<file path="config.mk">
export PLATFORM = sky130hd
export DESIGN_NAME = axis_join_arbiter_rr
export DESIGN_NICKNAME = d
export VERILOG_FILES = /design/src/rtl/axis_pkg.sv /design/src/rtl/axis_skid_reg.sv /design/src/rtl/axis_join_arbiter_rr.sv
export SDC_FILE = /design/constraint.sdc
export NUM_CORES = 1
export LEC_CHECK = 0
export CORE_ASPECT_RATIO = 1.25
export CORE_UTILIZATION = 40
export CTS_BUF_LIST = sky130_fd_sc_hd__clkbuf_2 sky130_fd_sc_hd__clkbuf_4 sky130_fd_sc_hd__clkbuf_8
export CTS_CLUSTER_SIZE = 8
export DETAILED_ROUTE_END_ITERATION = 16
export PLACE_DENSITY_LB_ADDON = 0.3
export SETUP_SLACK_MARGIN = 0.15
export SYNTH_ARGS = -nofsm -noshare
export SYNTH_HDL_FRONTEND = slang
export SYNTH_SLANG_ARGS = --single-unit
export TNS_END_PERCENT = 50
</file>
<file path="constraint.sdc">
create_clock -name clk -period 2.12 [get_ports clk]
set_input_delay 0.424 -clock clk [delete_from_list [all_inputs] [get_ports clk]]
set_output_delay 0.424 -clock clk [all_outputs]
set_load 0.02 [all_outputs]
</file>
<file path="src/rtl/axis_pkg.sv">
// axis_pkg: shared arbiter modes, FSM encoding and helpers
// for the AXI4-Stream join arbiter.
package axis_pkg;

   localparam int ARB_RR   = 0;
   localparam int ARB_PRIO = 1;

   typedef enum logic {
      ST_IDLE  = 1'b0,
      ST_GRANT = 1'b1
   } state_t;

   function automatic int clog2(input int n);
      int r;
      r = 0;
      for (int i = 0; i < 31; i++)
         if ((1 << i) < n) r = i + 1;
      return r;
   endfunction

endpackage

</file>
<file path="src/rtl/axis_skid_reg.sv">
// axis_skid_reg: two-entry register slice with fully
// registered outputs and a registered full flag.
module axis_skid_reg #(
   parameter int WIDTH = 8
) (
   input  logic             clk,
   input  logic             rst_n,
   input  logic             in_valid,
   input  logic [WIDTH-1:0] in_data,
   output logic             full,
   output logic             out_valid,
   output logic [WIDTH-1:0] out_data,
   input  logic             out_ready
);

   logic             skid_valid;
   logic [WIDTH-1:0] skid_data;
   logic             push;
   logic             pop;

   assign full = out_valid & skid_valid;
   assign push = in_valid & ~full;
   assign pop  = out_valid & out_ready;

   always_ff @(posedge clk or negedge rst_n) begin
      if (!rst_n) begin
         out_valid  <= 1'b0;
         out_data   <= '0;
         skid_valid <= 1'b0;
         skid_data  <= '0;
      end else if (pop) begin
         if (skid_valid) begin
            // older skid beat moves forward first
            out_data   <= skid_data;
            skid_valid <= push;
            if (push) skid_data <= in_data;
         end else begin
            out_valid <= push;
            if (push) out_data <= in_data;
         end
      end else if (push) begin
         if (!out_valid) begin
            out_valid <= 1'b1;
            out_data  <= in_data;
         end else begin
            skid_valid <= 1'b1;
            skid_data  <= in_data;
         end
      end
   end

endmodule

</file>
<file path="src/rtl/axis_join_arbiter_rr.sv">
// axis_join_arbiter_rr: packet-locked N-port AXI4-Stream
// join with round-robin or fixed-priority arbitration.
module axis_join_arbiter_rr
   import axis_pkg::*;
#(
   parameter int S_COUNT     = 4,
   parameter int DATA_WIDTH  = 64,
   parameter int ARB_MODE    = ARB_RR,
   parameter int LAST_ENABLE = 1,
   parameter int ID_WIDTH    =
      (clog2(S_COUNT) < 1) ? 1 : clog2(S_COUNT)
) (
   input  logic                          clk,
   input  logic                          rst_n,
   input  logic [S_COUNT-1:0]            s_axis_tvalid,
   input  logic [S_COUNT*DATA_WIDTH-1:0] s_axis_tdata,
   input  logic [S_COUNT-1:0]            s_axis_tlast,
   output logic [S_COUNT-1:0]            s_axis_tready,
   output logic                          m_axis_tvalid,
   output logic [DATA_WIDTH-1:0]         m_axis_tdata,
   output logic                          m_axis_tlast,
   output logic [ID_WIDTH-1:0]           m_axis_tid,
   input  logic                          m_axis_tready,
   output logic                          busy
);

   localparam int SW = DATA_WIDTH + 1 + ID_WIDTH;

   state_t                state;
   state_t                state_n;
   logic [ID_WIDTH-1:0]   grant;
   logic [ID_WIDTH-1:0]   grant_n;
   logic [ID_WIDTH-1:0]   rr_ptr;
   logic [ID_WIDTH-1:0]   rr_ptr_n;
   logic [ID_WIDTH-1:0]   pick;
   logic                  skid_full;
   logic                  accept;
   logic                  release_beat;
   logic                  cur_valid;
   logic                  cur_last;
   logic [DATA_WIDTH-1:0] cur_data;
   logic [SW-1:0]         skid_out;

   function automatic logic [ID_WIDTH-1:0] arb_pick(
      input logic [S_COUNT-1:0]  req,
      input logic [ID_WIDTH-1:0] base
   );
      int   idx;
      logic found;
      arb_pick = '0;
      found    = 1'b0;
      for (int i = 0; i < S_COUNT; i++) begin
         idx = int'(base) + i;
         if (idx >= S_COUNT) idx = idx - S_COUNT;
         if (!found && req[idx]) begin
            found    = 1'b1;
            arb_pick = ID_WIDTH'(idx);
         end
      end
   endfunction

   // fixed priority is a cyclic search that always starts at 0
   assign pick = arb_pick(s_axis_tvalid,
      (ARB_MODE == ARB_PRIO) ? '0 : rr_ptr);

   assign cur_valid = s_axis_tvalid[grant];
   assign cur_last  = s_axis_tlast[grant];
   assign cur_data  =
      s_axis_tdata[int'(grant)*DATA_WIDTH +: DATA_WIDTH];

   always_ff @(posedge clk or negedge rst_n) begin
      if (!rst_n) begin
         state  <= ST_IDLE;
         grant  <= '0;
         rr_ptr <= '0;
      end else begin
         state  <= state_n;
         grant  <= grant_n;
         rr_ptr <= rr_ptr_n;
      end
   end

   always_comb begin
      state_n  = state;
      grant_n  = grant;
      rr_ptr_n = rr_ptr;
      unique case (state)
         ST_IDLE: begin
            if (|s_axis_tvalid) begin
               state_n = ST_GRANT;
               grant_n = pick;
            end
         end
         ST_GRANT: begin
            if (release_beat) begin
               state_n  = ST_IDLE;
               rr_ptr_n = (int'(grant) == S_COUNT - 1) ?
                  '0 : grant + 1'b1;
            end
         end
      endcase
   end

   // tready sees only registered state, never m_axis_tready
   always_comb begin
      s_axis_tready = '0;
      busy          = (state == ST_GRANT);
      accept        = busy && cur_valid && !skid_full;
      release_beat  = accept &&
         (cur_last || (LAST_ENABLE == 0));
      if (busy && !skid_full) s_axis_tready[grant] = 1'b1;
   end

   axis_skid_reg #(
      .WIDTH(SW)
   ) u_skid (
      .clk      (clk),
      .rst_n    (rst_n),
      .in_valid (accept),
      .in_data  ({cur_data, cur_last, grant}),
      .full     (skid_full),
      .out_valid(m_axis_tvalid),
      .out_data (skid_out),
      .out_ready(m_axis_tready)
   );

   assign {m_axis_tdata, m_axis_tlast, m_axis_tid} = skid_out;

endmodule

</file>
# After elaboration in Yosys (flattened, before gate mapping)
# Cells that the tools add are included.
# totals
regBits,141
output_inout_bits,73
in_bits,267
# op_classes
n_shift,1
mux,50
reduce_logical,22
bitwise,5
n_addsub,8
order_cmp,10
eq_ne,5
# ops
operator,n
2-to-1 mux 67 bit,9
indexed part select 256 x 9 -> 64 bit,1
less-than comparator 32 x 4 -> 1 bit (second input constant),4
2-to-1 mux 32 bit,4
2-to-1 mux 1 bit,23
binary-select mux 1 bit (select 2 bit),6
subtractor 3 x 3 -> 4 bit (second input constant),3
2-to-1 mux 2 bit,5
>= comparator 3 bit (second input constant),3
logical AND 1 bit,8
AND reduction 2 bit,4
adder 2 x 2 -> 3 bit (second input constant),2
inequality test 2 bit (second input constant),3
nonzero test 2 bit,3
zero test 1 bit,4
2-to-1 mux 4 bit,1
AND reduction 4 bit,1
OR reduction 4 bit,1
subtractor 2 x 3 -> 4 bit (second input constant),1
adder 2 x 1 -> 3 bit (second input constant),1
bitwise AND 1 bit,3
>= comparator 2 x 3 -> 1 bit (second input constant),1
less-than comparator 2 x 3 -> 1 bit (second input constant),1
AND reduction 3 bit,1
7 further kinds,8

# Depth between registers and ports, before layout
# Gate-level depths: netlist of the first run.
# depth
ltp_word,15
depth_mapped,7

# By module
# A second synthesis of the first run with hierarchy kept.
# hier_totals
hier_cells,727
area_unflattened_um2,8535.7
# by_module_without_submodules
mod,instances,cells_each,area_each_um2,seq_area_each_um2
axis_skid_reg,1,608,6583.8,3403.3
axis_join_arbiter_rr,1,119,1951.9,125.1

# Worst setup path after synthesis of the first run
# OpenSTA, ideal clock, no wires.
# synth_timing
path_type,flip-flop to flip-flop
start,register grant[0]
end,register u_skid.skid_data[33]
arrival_time_ns,1.925
stages_incl_launch_ff,8
path_slack_ns,0.070
t_required_ns,1.995
setup_time_ns,0.125
period_less_slack_ns,2.050
cell_sequence,dfrtp_1 > buf_6 > mux4_2 > and3_4 > nand3_2 > buf_8 > buf_12 > mux2_4
# synth_between
elab_chain_len,7
# synth_rtl
element,line,rtl
"start, declared",axis_join_arbiter_rr.sv:31,logic [ID_WIDTH-1:0] grant;
"start signal, assigned",axis_join_arbiter_rr.sv:78,grant <= grant_n;
"parallel branches: the longest is 7 deep, another holds indexed part select 256 x 9 -> 64 bit",--,
"end signal, assigned",axis_skid_reg.sv:36,if (push) skid_data <= in_data;
"end signal, assigned",axis_skid_reg.sv:47,skid_data <= in_data;
"end, declared",axis_skid_reg.sv:17,logic [WIDTH-1:0] skid_data;
# Several ways; the timed one is not identified. The select of a mux whose other input is x is not followed.
# A chain may end at the register's enable or synchronous reset.

# Worst setup path after layout of the first run
# layout_timing
start,register grant[0]
end,register u_skid.skid_data[31]
# The elaborated chain is that of the path after synthesis.

==> flow_summary.toml, run 1 <==
[synth]
synth.net_count = 834
synth.area.top_cells = "dfrtp_1 (46%), mux4_2 (19%), mux2i_1 (8.7%), mux2_2 (5.7%), mux2_4 (5.6%)"
synthCells = 563
synth_commonest_cells = "dfrtp_1 (141), nand2_1 (70), mux2i_1 (67)"
yosysWarningCount = 0
yosys.area.top_type = "dfrtp_1"
synth-edff-count = 0
synth_top_area_share_pct = 45.7
synth_top_flop_cell = "dfrtp_1"
async_flop_share_pct = 100
syn_area_per_cell_sq_um = 13.7
synth.most_common_cell = "dfrtp_1"
synthesis.area_sq_um = 7720
yosys_register_bits = 141
seq_area_frac_synth_pct = 45.7
yosys.cell_types.count = 31

[floorplan]
initial_core_util_pct = 40.9
ios = 340
core-area_sq_um = 18800
die_x_um = 126
rows = 56
die_area_sq_um = 19900
dieHeight_um = 157

[route]
antenna_left = 0
first_pass_iters = 4
routed_wirelength_um = 24300
first_iter_violations = 271
drc = 0
post_drt_wl_per_cell_um = 20.3
vias = 6381
via_per_inst = 5.33

[critical_path]
crit_start = "grant[0]$_DFFE_PN0P_"
worstRegToRegCells = 6
end_kind = "register"
cp.depth = 6
rr_endpoint = "u_skid.skid_data[31]$_DFFE_PN0P_"
cp_num_buf_inv = 2
slowest_delay_ps = 560
timing.rr.start = "grant[0]$_DFFE_PN0P_"
cp_max_fo = 12
path_class = "register to register"
critPathCapture = "u_skid.skid_data[31]$_DFFE_PN0P_"
worst_ep_arrival_time_ps = 2430
rrSetupSlack_ps = 30
startpoint_type = "register"
critPathRequiredTime_ps = 2460
slowest_stage = "mux4_2"
crit_path_cell_trace = "mux4_2 > and3_4 > nand3_4 > buf_6 > buf_16 > mux2_2"
crit_family = "multiplexers"

[timing]
period_share_pct = 98.4
holdWs_ps = 473
fmaxAchievable_ghz = 0.479
slew_headroom_pct = 66.8
min_period_ps = 2090
tns_ps = 0
max_slew.worst_pin.slew_ps = 498
skew_ps = 8.32
hold_viol = 0
drv_slew = 0
rsz0062_at_grt = "yes"
finalSetupViolCount = 0

[clock_network]
cts_tree = "built"
path_clk_slew_ps = 80
cts_htree_levels = 4
cts_root_buf = "clkbuf_8"
clock_path_buffers = 2
cts_buffers = 17
clk_latency_ps = 460
cts.sinks = 141

[placed_design]
dp.cells = 1118
routabilityCongestion = 0.775
dp_hpwl_um = 15600
port_buffers = 339
place_area_sq_um = 11500

[global_route]
grt-ovfl-total = 0
grt_usage_pct = 23.5
grt_pass1_vias = 6659
grt_pass1_wl_um = 35400
antenna_found_initial = 2
grt_max_degree = 65

[finish]
drive_above_1_share_pct = 32.1
syn2layout_area_growth_pct = 68.1
fillers = 1367
finish.net_count = 1222
instances_no_fill = 1198
design_area_sq_um = 13000
utilization_pct = 68.8

[power_and_ir_drop]
powerDensity_nw_per_um2 = 1430
irDropWorstVdd_v = 0.000764
power_leakage_nw = 5.94

[hold_path]
min_path_type = "input port to asynchronous set/reset pin"

[outcome]
run_status = "finished, final reports clean"

[flow_run]
drv_cap = 0
-- cell usage in the layout, fill, tap and decap left out, types with 3 or more instances in the layout --
| cell type | netlist | final |
|---|---|---|
| a21oi_1 | 5 | 5 |
| and3_1 | 5 | 3 |
| and3_4 | 1 | 3 |
| buf_12 | 3 | 16 |
| buf_16 | 0 | 7 |
| buf_4 | 10 | 34 |
| buf_6 | 1 | 12 |
| clkbuf_16 | 0 | 7 |
| clkbuf_8 | 0 | 19 |
| clkdlybuf4s50_1 | 0 | 328 |
| clkinv_2 | 0 | 7 |
| dfrtp_1 | 141 | 138 |
| dlymetal6s2s_1 | 0 | 4 |
| ha_1 | 4 | 4 |
| inv_1 | 4 | 3 |
| mux2_2 | 39 | 12 |
| mux2_4 | 29 | 56 |
| mux2i_1 | 67 | 67 |
| mux4_2 | 66 | 66 |
| nand2_1 | 70 | 40 |
| nand2_2 | 0 | 20 |
| nand2_4 | 0 | 10 |
| nand2b_1 | 3 | 3 |
| nor2_1 | 4 | 4 |
| o21ai_0 | 64 | 10 |
| o21ai_1 | 5 | 35 |
| o21ai_2 | 0 | 24 |
-- stage by stage --
stage	total power [mW]	setup WS (ps)
2_1_floorplan	10.4	108
3_3_place_gp	13.4	-262
3_5_place_dp	13.7	-294
4_1_cts	17.2	7.15
5_1_grt	19.7	-14.7
6_report	18.6	34.1
-- flip-flops by register name, indices dropped and copies added (netlist names) --
register           cells
u_skid.out_data       67
u_skid.skid_data      67
grant                  2
rr_ptr                 2
busy                   1
u_skid.out_valid       1
u_skid.skid_valid      1
-- final cells by class --
| type | count | area (sq um) | share of cell area, % |
|---|---|---|---|
| inverter | 4 | 17.5 | 0.135 |
| antenna | 2 | 5.00 | 0.0386 |
| tap | 232 | 290 | 2.24 |
| clock inverter | 12 | 120 | 0.926 |
| multi-input combinational | 373 | 4240 | 32.6 |
| clock buffer | 20 | 269 | 2.07 |
| timing repair buffer | 414 | 4500 | 34.7 |
| sequential | 141 | 3530 | 27.2 |
-- logic make-up after synthesis --
kind of cell    count (synthesis)  synth area share (%)
simple gates                   86                  4.67
buf+inv                        49                  3.89
flops                         141                  45.7
mux                           201                  39.3
fa+ha+maj                       4                 0.649
compound gates                 82                  5.79
-- timing repair --
action,4_1_cts,5_1_grt
resized for setup,112,89
hold endpoints to repair,47,0
gates cloned,6,11
pin swaps,8,25
hold buffers,1,0
setup buffers,14,14
setup endpoints to repair,141,143
-- where the power goes --
part	total, mW	switching [mW]	internal, mW	leakage, nW
clock	2.15	1.04	1.11	0.205
sequential	4.95	0.869	4.08	1.71
combinational	11.5	5.12	6.39	4.03
total	18.6	7.03	11.6	5.94
-- worst min-delay path by stage --
| stage | slack, ps | end | depth (start not counted) |
|---|---|---|---|
| 2_1_floorplan | 130 | busy$_DFF_PN0_ | 0 |
| 3_3_place_gp | 410 | u_skid.out_data[47]$_DFFE_PN0P_ | 1 |
| 3_5_place_dp | 410 | u_skid.out_data[47]$_DFFE_PN0P_ | 1 |
| 4_1_cts | 480 | u_skid.out_data[47]$_DFFE_PN0P_ | 2 |
| 5_1_grt | 500 | u_skid.out_data[31]$_DFFE_PN0P_ | 2 |
| 6_report | 470 | u_skid.out_data[47]$_DFFE_PN0P_ | 2 |
-- per-layer routing --
metal | vias to the layer above | GRT usage [%] | wire length (um)
met1 | 3233 | 27.0 | 9360
met5 | - | 0 | 0
met2 | 209 | 42.1 | 13100
li1 | 2899 | - | -
met4 | 0 | 10.2 | 626
met3 | 40 | 5.30 | 1230
No activity file was read; power rests on OpenSTA's default activity.
==> run 2, diff against run 1 <==
--- a/config.mk
+++ b/config.mk
@@ -5,6 +5,7 @@
 export SDC_FILE = /design/constraint.sdc
 export NUM_CORES = 1
 export LEC_CHECK = 0
+export CAP_MARGIN = 20
 export CORE_ASPECT_RATIO = 1.25
 export CORE_UTILIZATION = 40
 export CTS_BUF_LIST = sky130_fd_sc_hd__clkbuf_2 sky130_fd_sc_hd__clkbuf_4 sky130_fd_sc_hd__clkbuf_8
==> results of run 2 <==
The final DEF is identical to that of run 1; final timing and power are the same.
